File: src/rtl/write_back_register_file_pkg.sv
// Shared CPU pipeline definitions: write-back control bit positions and
// default datapath widths used by the pipe registers and register file.
package write_back_register_file_pkg;

  localparam int WB_REGWRITE_BIT = 1;
  localparam int WB_MEMTOREG_BIT = 0;
  localparam int DATA_W_DEF      = 32;
  localparam int ADDR_W_DEF      = 5;

  typedef struct packed {
    logic reg_write;
    logic mem_to_reg;
  } wb_ctrl_t;

  // Unpack the raw MEM/WB control field into named flags.
  function automatic wb_ctrl_t decode_wb_ctrl(input logic [1:0] ctrl);
    wb_ctrl_t c;
    c.reg_write  = ctrl[WB_REGWRITE_BIT];
    c.mem_to_reg = ctrl[WB_MEMTOREG_BIT];
    return c;
  endfunction

endpackage

File: src/rtl/write_back_register_file_if.sv
// MEM/WB write-back and decode-stage read bundle for the register file.
interface write_back_register_file_if #(
  parameter int DATA_W = 32,
  parameter int ADDR_W = 5
);
  logic [1:0]        wb_control;
  logic [DATA_W-1:0] wb_read_data;
  logic [DATA_W-1:0] wb_alu_result;
  logic [ADDR_W-1:0] wb_write_reg;
  logic [ADDR_W-1:0] rd_addr_a;
  logic [ADDR_W-1:0] rd_addr_b;
  logic [DATA_W-1:0] rd_data_a;
  logic [DATA_W-1:0] rd_data_b;
  logic [DATA_W-1:0] wb_data;
  logic              wb_we;
  logic [31:0]       retire_count;

  modport master (
    output wb_control, wb_read_data, wb_alu_result, wb_write_reg, rd_addr_a, rd_addr_b,
    input  rd_data_a, rd_data_b, wb_data, wb_we, retire_count
  );

  modport slave (
    input  wb_control, wb_read_data, wb_alu_result, wb_write_reg, rd_addr_a, rd_addr_b,
    output rd_data_a, rd_data_b, wb_data, wb_we, retire_count
  );
endinterface

File: src/rtl/write_back_register_file_wb_select.sv
// Write-back value mux (load result vs ALU result) and effective write enable.
module wb_select
  import write_back_register_file_pkg::*;
#(
  parameter int DATA_W = DATA_W_DEF,
  parameter int ADDR_W = ADDR_W_DEF
) (
  input  logic [1:0]        i_wb_control,
  input  logic [DATA_W-1:0] i_read_data,
  input  logic [DATA_W-1:0] i_alu_result,
  input  logic [ADDR_W-1:0] i_write_reg,
  output logic [DATA_W-1:0] o_wb_data,
  output logic              o_wb_we
);

  wb_ctrl_t w_ctrl;
  assign w_ctrl = decode_wb_ctrl(i_wb_control);

  // Select the write-back value; the load path only wins when MemtoReg is set.
  always_comb begin
    o_wb_data = {DATA_W{1'b0}};
    if (w_ctrl.mem_to_reg) begin
      o_wb_data = i_read_data;
    end else begin
      o_wb_data = i_alu_result;
    end
  end

  // Writes to x0 never commit, so they are masked here rather than in storage.
  assign o_wb_we = w_ctrl.reg_write && (i_write_reg != {ADDR_W{1'b0}});

endmodule

File: src/rtl/write_back_register_file.sv
// Write-back stage register file: flop storage for x1..xN, write-through
// bypass to both decode read ports, and a retired-write counter.
module write_back_register_file
  import write_back_register_file_pkg::*;
#(
  parameter int DATA_W = DATA_W_DEF,
  parameter int ADDR_W = ADDR_W_DEF
) (
  input logic                     clk,
  input logic                     reset,
  write_back_register_file_if.slave bus
);

  localparam int DEPTH = 1 << ADDR_W;

  logic [DATA_W-1:0] r_regs [1:DEPTH-1];
  logic [31:0]       r_retire_count;
  logic [DATA_W-1:0] w_wb_data;
  logic              w_wb_we;
  logic [DATA_W-1:0] w_rd_data_a;
  logic [DATA_W-1:0] w_rd_data_b;
  wb_ctrl_t          w_ctrl;

  assign w_ctrl = decode_wb_ctrl(bus.wb_control);

  wb_select #(
    .DATA_W (DATA_W),
    .ADDR_W (ADDR_W)
  ) u_wb_select (
    .i_wb_control (bus.wb_control),
    .i_read_data  (bus.wb_read_data),
    .i_alu_result (bus.wb_alu_result),
    .i_write_reg  (bus.wb_write_reg),
    .o_wb_data    (w_wb_data),
    .o_wb_we      (w_wb_we)
  );

  // Storage update: reset clears every entry and overrides a same-cycle write.
  always_ff @(posedge clk) begin
    for (int i = 1; i < DEPTH; i++) begin
      if (reset) begin
        r_regs[i] <= {DATA_W{1'b0}};
      end else if (w_wb_we && (bus.wb_write_reg == ADDR_W'(i))) begin
        r_regs[i] <= w_wb_data;
      end else begin
        r_regs[i] <= r_regs[i];
      end
    end
  end

  // Retire counter counts RegWrite cycles, x0 included, wrapping silently.
  always_ff @(posedge clk) begin
    if (reset) begin
      r_retire_count <= 32'd0;
    end else if (w_ctrl.reg_write) begin
      r_retire_count <= r_retire_count + 32'd1;
    end else begin
      r_retire_count <= r_retire_count;
    end
  end

  // Read ports: index 0 matches no stored entry and falls through to zero.
  always_comb begin
    w_rd_data_a = {DATA_W{1'b0}};
    w_rd_data_b = {DATA_W{1'b0}};
    for (int i = 1; i < DEPTH; i++) begin
      w_rd_data_a = w_rd_data_a | ((bus.rd_addr_a == ADDR_W'(i)) ? r_regs[i] : {DATA_W{1'b0}});
      w_rd_data_b = w_rd_data_b | ((bus.rd_addr_b == ADDR_W'(i)) ? r_regs[i] : {DATA_W{1'b0}});
    end
  end

  // Bypass lets decode see the value being written this cycle.
  assign bus.rd_data_a    = (w_wb_we && (bus.rd_addr_a == bus.wb_write_reg)) ? w_wb_data : w_rd_data_a;
  assign bus.rd_data_b    = (w_wb_we && (bus.rd_addr_b == bus.wb_write_reg)) ? w_wb_data : w_rd_data_b;
  assign bus.wb_data      = w_wb_data;
  assign bus.wb_we        = w_wb_we;
  assign bus.retire_count = r_retire_count;

endmodule

File: src/flat_wrapper.sv
// flat-port wrapper written by rule: the top's interface ports become plain ports
module write_back_register_file_flat import write_back_register_file_pkg::*;
#(
  parameter int DATA_W = DATA_W_DEF,
  parameter int ADDR_W = ADDR_W_DEF
)
  (clk, reset, bus_wb_control, bus_wb_read_data, bus_wb_alu_result, bus_wb_write_reg, bus_rd_addr_a, bus_rd_addr_b, bus_rd_data_a, bus_rd_data_b, bus_wb_data, bus_wb_we, bus_retire_count);
  write_back_register_file_if #(.DATA_W(DATA_W), .ADDR_W(ADDR_W)) bus_i ();
  input logic clk;
  input logic reset;
  input wire logic [$bits(bus_i.wb_control)-1:0] bus_wb_control;
  input wire logic [$bits(bus_i.wb_read_data)-1:0] bus_wb_read_data;
  input wire logic [$bits(bus_i.wb_alu_result)-1:0] bus_wb_alu_result;
  input wire logic [$bits(bus_i.wb_write_reg)-1:0] bus_wb_write_reg;
  input wire logic [$bits(bus_i.rd_addr_a)-1:0] bus_rd_addr_a;
  input wire logic [$bits(bus_i.rd_addr_b)-1:0] bus_rd_addr_b;
  output wire logic [$bits(bus_i.rd_data_a)-1:0] bus_rd_data_a;
  output wire logic [$bits(bus_i.rd_data_b)-1:0] bus_rd_data_b;
  output wire logic [$bits(bus_i.wb_data)-1:0] bus_wb_data;
  output wire logic [$bits(bus_i.wb_we)-1:0] bus_wb_we;
  output wire logic [$bits(bus_i.retire_count)-1:0] bus_retire_count;
  assign bus_i.wb_control = bus_wb_control;
  assign bus_i.wb_read_data = bus_wb_read_data;
  assign bus_i.wb_alu_result = bus_wb_alu_result;
  assign bus_i.wb_write_reg = bus_wb_write_reg;
  assign bus_i.rd_addr_a = bus_rd_addr_a;
  assign bus_i.rd_addr_b = bus_rd_addr_b;
  assign bus_rd_data_a = bus_i.rd_data_a;
  assign bus_rd_data_b = bus_i.rd_data_b;
  assign bus_wb_data = bus_i.wb_data;
  assign bus_wb_we = bus_i.wb_we;
  assign bus_retire_count = bus_i.retire_count;
  write_back_register_file #(.DATA_W(DATA_W), .ADDR_W(ADDR_W)) u_core (.clk(clk), .reset(reset), .bus(bus_i));
endmodule
File: config.mk
export PLATFORM = sky130hd
export DESIGN_NAME = write_back_register_file_flat
export DESIGN_NICKNAME = d
export VERILOG_FILES = /design/src/rtl/write_back_register_file_pkg.sv /design/src/rtl/write_back_register_file_if.sv /design/src/rtl/write_back_register_file_wb_select.sv /design/src/rtl/write_back_register_file.sv /design/src/flat_wrapper.sv
export SDC_FILE = /design/constraint.sdc
export NUM_CORES = 2
export LEC_CHECK = 0
export CAP_MARGIN = 10
export CORE_MARGIN = 1
export CORE_UTILIZATION = 30
export DETAILED_ROUTE_END_ITERATION = 7
export HOLD_SLACK_MARGIN = 0.15
export SLEW_MARGIN = 5
export SYNTH_ARGS = -nofsm -noshare
export SYNTH_HDL_FRONTEND = slang
export SYNTH_SLANG_ARGS = --single-unit
File: constraint.sdc
create_clock -name clk -period 4 [get_ports clk]
set_clock_uncertainty 0.05 [all_clocks]
set_input_delay 0.8 -clock clk [delete_from_list [all_inputs] [get_ports clk]]
set_output_delay 0.8 -clock clk [all_outputs]
set_load 0.01 [all_outputs]
* Word-level counts from Yosys, hierarchy flattened
Memory sizes are Yosys's and may differ from the RTL's.
Cells that the tools add are included.
Widths: inputs -> output; s select.
** Storage, ports and cells
- Register bits :: 32
- Bits in read-only memories :: 0
- Bits of input ports :: 83
- Logic and storage cells :: 570
- Output and inout bits :: 129
- Memories kept :: 1
- RAM bits :: 992
- Latch bits :: 0
** Cells by class
- Equality and inequality tests :: 95
- Add/sub/neg operators :: 1
- Mux-type cells :: 315
- Multiply operators :: 0
- Bitwise logic cells :: 122
- Reductions and logical operators :: 35
- Shifts and indexed selects :: 0
- Div/mod/pow operators :: 0
- $lt $le $gt $ge :: 0
** Memory list
- u_core.r_regs :: depth 31, bits a word 32, read ports 31, clocked after memory_dff 0, wr ports 31, RTL line write_back_register_file.sv:16 : logic [DATA_W-1:0] r_regs [1:DEPTH-1];
** Operator list (count)
- $mux 32 :: 127
- $or 32x32->32 :: 60
- $eq 5x5->1 const B :: 48
- $mux 1 :: 188
- $eq 5x4->1 const B :: 24
- $or 1x1->1 :: 62
- $eq 5x3->1 const B :: 12
- $logic_and 1x1->1 :: 34
- $add 32x1->32 const B :: 1
- $eq 5x2->1 const B :: 6
- $eq 5x1->1 const B :: 3
- $eq 5x5->1 :: 2
- $reduce_bool 5->1 :: 1

* Logic depth before layout (Yosys ltp)
- Word-level depth :: 33
- Gate-level depth with buffers :: 10
- Gate-level depth less buffers :: 7

* Hierarchy
From an unflattened synthesis, not the netlist that was laid out.
** Second synthesis, totals
- Cells, all modules :: 4606
- Area total of the unflattened synthesis :: 53642.7 sq um
** By module, submodules not included
- write_back_register_file :: instances 1, cells each 4568, area an instance 53239.8 sq um, sequential area each 30429.2 sq um
- wb_select :: instances 1, cells each 38, area an instance 402.9 sq um, sequential area each 0.0 sq um

* Worst setup path after synthesis
Ideal clock, no wire load.
- Kind :: input -> output
- Start :: input port bus_rd_addr_a[1]
- End :: output port bus_rd_data_a[26]
- Setup slack :: 0.691 ns
- Data required time :: 3.150 ns
- Data arrival time :: 2.459 ns
- Stages :: 9
- Path buffers :: 3
- Cell sequence :: buf_4 -> or2_1 -> buf_2 -> nor2_1 -> buf_2 -> a22oi_1 -> nand4_1 -> nor3_1 -> a22oi_1
** Between the ends
- Word-level cells in the longest chain between the ends :: 33
- Elaborated cells on any way between the ends :: 95
- Classes of those cells :: eq/ne: 32; mux: 32; bitwise: 30; reduce/logical: 1
** Ends and longest elaborated chain
- from (decl) :: RTL line flat_wrapper.sv:15 : input wire logic [$bits(bus_i.rd_addr_a)-1:0] bus_rd_addr_a;
- $eq 5x1->1 / $eq 5x2->1 (equally long branches) :: RTL line write_back_register_file.sv:67 : w_rd_data_a = w_rd_data_a | ((bus.rd_addr_a == ADDR_W'(i)) ? r_regs[i] : {DATA_W{1'b0}});
- $mux 32 :: RTL line write_back_register_file.sv:67
- $or 32x32->32 (30 in series) :: RTL line write_back_register_file.sv:67
- $mux 32 (*) :: RTL line write_back_register_file.sv:73 : assign bus.rd_data_a = (w_wb_we && (bus.rd_addr_a == bus.wb_write_reg)) ? w_wb_data : w_rd_data_a;
- to (decl) :: RTL line flat_wrapper.sv:17 : output wire logic [$bits(bus_i.rd_data_a)-1:0] bus_rd_data_a;
Mark *: on every way between the ends. The rest lies on a longest branch, timed or not.

* Worst setup path in the final report
- Start :: input port bus_rd_addr_b[0]
- End :: output port bus_rd_data_b[11]
** Between the ends
- Word-level cells in the longest chain between the ends :: 33
- Elaborated cells on any way between the ends :: 95
- Classes of those cells :: eq/ne: 32; mux: 32; bitwise: 30; reduce/logical: 1
** Ends and longest elaborated chain
- from (decl) :: RTL line flat_wrapper.sv:16 : input wire logic [$bits(bus_i.rd_addr_b)-1:0] bus_rd_addr_b;
- $eq 5x1->1 / $eq 5x2->1 (equally long branches) :: RTL line write_back_register_file.sv:68 : w_rd_data_b = w_rd_data_b | ((bus.rd_addr_b == ADDR_W'(i)) ? r_regs[i] : {DATA_W{1'b0}});
- $mux 32 :: RTL line write_back_register_file.sv:68
- $or 32x32->32 (30 in series) :: RTL line write_back_register_file.sv:68
- $mux 32 (*) :: RTL line write_back_register_file.sv:74 : assign bus.rd_data_b = (w_wb_we && (bus.rd_addr_b == bus.wb_write_reg)) ? w_wb_data : w_rd_data_b;
- to (decl) :: RTL line flat_wrapper.sv:18 : output wire logic [$bits(bus_i.rd_data_b)-1:0] bus_rd_data_b;
Marked as above.

==> metrics <==
startpoint types=input port; htree depth=3; Total GRT Usage=43.4%; clk_lat worst skew=0.78 ns; pwr dens=399 mW/mm2; Max FO, Critical Path=12; vias=54200; gr ovfl total=0; DRT antenna net count=0; Netlist cell types=77; total length of routed wires=383 mm; syn_area_per_cell=11.1 um2; core area=0.168 mm2; Max Cap Viol=0; fin crit share=102%; RR Endpoint=u_core.bus.retire_count[24]; Routed wire per std cell=48.7 um; Mapped Cells=4588; share of cells above drive strength 1=29.5%; crit end category=output pin; commonest non-fill, non-tap cell in the layout=nor2_1; Setup violations, final=15; Multi-input gate area=0.0204 mm2; CTS tree=yes; initial drt markers=12500; mux cell area share after synthesis=3.95%; Slew @ Worst Pin=1.02 ns; Area Growth Syn to Fin=40.7%; peak supply drop=376 uV; status=complete, but fails checks; Min-Delay Path Class=flop to flop; cts bufs inserted=119; CP Data Arrival Time=3.23 ns; number of synthesized register bits=1024; RSZ-0062 raised after global routing=true; Slew Limit Fails=0; required time worst endpoint=3.15 ns; internal power=0.0203 W; Clock power frac=39.8%; WS Path Type=input port to output pin; Fin. Hold Viols=0; Filler cells=15900; final setup TNS=-0.457 ns; Horiz. Die Dim=414 um; Reg power frac=45.1%; setup ws final=-0.0824 ns; fin crit period=4.08 ns; largest family of logic cells by synthesized area=compound AO/OA/AOI/OAI gates; Starting Density=30.3%; Root Driver=clkbuf_16; clock slew at reported path FFs=0.06 ns; highest clock rate=245 MHz; global-route wire length before repair=486 mm; Total Power=0.0285 W; die area=0.171 mm2; Residual DRC=7; post-synthesis adder-cell area fraction=0.0246%; combinational share of power=15.1%; initial antenna violation count=40; First-pass DRT Iterations=8; violated checks=DRC, setup timing; Switching Share=28.8%; HPWL after detailed placement=254 mm; post-synthesis sequential area ratio=59.9%; CTS Buffer Depth=3; R2R Setup Slk=1.65 ns; Compound-Gate Fraction of Synth Area=16.4%; Reg area=0.0304 mm2; Post-Synth XOR/XNOR Area=0.655%; Slew headroom=32.3%; worst setup path endpoint=bus_rd_data_b[11]; GP Congestion=1.06; # port buffers=211; hold-fix buffers at CTS=0; worst reg2reg path depth=7; Static Leak=26.8 nW; Post-Syn Area=0.0508 mm2; Post-synth EDFFs=992; most frequent cells in the layout=1094 x nor2_1, 992 x edfxtp_1, 729 x buf_4; ys flop type=edfxtp_1; Post-Syn Nets=4672; CTS Sinks=1024; io pins=212; RR Startpoint=u_core.bus.retire_count[0]; Worst setup startpoint=bus_rd_addr_b[0]; simple-gate share of the synthesized area=15.0%; Synth Warn #=0; via count of the first global-routing pass=49600; # rows=150; post-DR vias/cell=6.90; switching power=0.00821 W; Final Util=42.6%; largest net degree at the start of global routing=33; die span in y=414 um; fraction of registers with async set/reset=0%; Nets=5633
==> layout make-up <==
cell class                      instances  area share, %
Timing Repair Buffer                 1277           19.4
Sequential cell                      1024           42.5
Tap cell                             2204           3.85
Multi-Input combinational cell       3085           28.5
Antenna cell                           11         0.0385
Clock inverter                         73           1.01
Clock buffer                          144           4.41
Inverter                               42          0.220
==> worst max-delay path: stages <==
cell and delay (ns):
buf_8 0.18, buf_4 0.17, and2_1 0.26, buf_4 0.31, nand2_1 0.24, buf_4 0.22
o22ai_1 0.28, a211o_1 0.16, nor4_1 0.04, a22oi_1 0.22, clkdlybuf4s15_1 0.31
==> registers in the layout (all words and copies together) (netlist names) <==
| signal | flops |
|---|---|
| u_core.bus.retire_count | 32 |
| u_core.r_regs | 992 |
==> through the flow <==
stage | cells | hold WS [ns] | area [um2] | setup slack, ns
global route | 7850 | 0.507 | 71500 | -0.0299
floorplan | 4588 | 0.465 | 50800 | 0.691
CTS | 7838 | 0.468 | 71000 | -0.0847
global placement | 7564 | 0.437 | 65500 | -0.933
detailed placement | 7564 | 0.461 | 65500 | -0.889
finish | 7860 | 0.469 | 71500 | -0.0824
==> cells in the mapped netlist, types with 16 or more instances <==
cell	n	area share [%]
nand4_1	80	0.98
a22oi_1	594	8.8
xnor2_1	19	0.33
clkbuf_1	243	1.8
a211oi_1	16	0.24
a21o_1	32	0.47
nor2_1	1139	8.4
nor2b_1	19	0.23
a22o_1	88	1.5
nor4_1	31	0.38
a21oi_1	60	0.59
a32oi_1	43	0.74
nor3_1	64	0.63
o22ai_1	27	0.33
and4_1	16	0.28
nand3_1	62	0.61
a221oi_1	54	0.93
dfxtp_1	32	1.3
mux2i_1	151	3.0
and3_1	35	0.43
nor2_2	17	0.21
edfxtp_1	992	59
buf_2	163	1.6
o21ai_0	38	0.37
xor2_1	19	0.33
inv_1	42	0.31
buf_4	24	0.35
nand2_1	228	1.7
mux2_2	40	0.89
a2111oi_0	27	0.47
==> how the worst min path moves through the flow <==
stage                                            from                     endpoint  slack (ns)  cells past startpoint
after CTS                 u_core.bus.retire_count[15]  u_core.bus.retire_count[15]        0.47                      2
final                     u_core.bus.retire_count[15]  u_core.bus.retire_count[15]        0.47                      2
after detailed placement  u_core.bus.retire_count[15]  u_core.bus.retire_count[15]        0.46                      2
after global routing      u_core.bus.retire_count[15]  u_core.bus.retire_count[15]        0.51                      2
after floorplan           u_core.bus.retire_count[15]  u_core.bus.retire_count[15]        0.47                      2
after global placement    u_core.bus.retire_count[15]  u_core.bus.retire_count[15]        0.44                      2
==> per-layer routing <==
layer,track usage [%],up-vias,part of all wire [%]
met5,0.113,-,0.071
met4,32.4,38,9.3
met3,16.8,1782,16
met2,59.6,6307,39
met1,54.8,26700,35
li1,-,19400,-
==> what timing repair did <==
item | CTS | global route
endpoints found under the setup margin | 64 | 54
cloned | 4 | 1
gates resized for setup | 362 | 121
pin swaps | 58 | 44
setup buffers | 61 | 11
==> cells by family (layout without fill, tap and decap cells) <==
logic type / after synthesis / count (layout)
mux: 193 / 193
other cells: 0 / 11
simple gates: 1764 / 1764
fa+ha+maj: 1 / 1
xor+xnor: 38 / 38
flops: 1024 / 1024
compound gates: 1089 / 1089
buf+inv: 479 / 1536
==> power groups by stage <==
stage / sequential, W / clock, W / combinational, W
floorplan: 0.0128 / 0 / 0.00138
global placement: 0.0130 / 0 / 0.00398
detailed placement: 0.0130 / 0 / 0.00397
global route: 0.0129 / 0.0116 / 0.00424
finish: 0.0129 / 0.0114 / 0.00431
CTS: 0.0128 / 0.0112 / 0.00405
No activity file was read; power rests on OpenSTA's default activity.
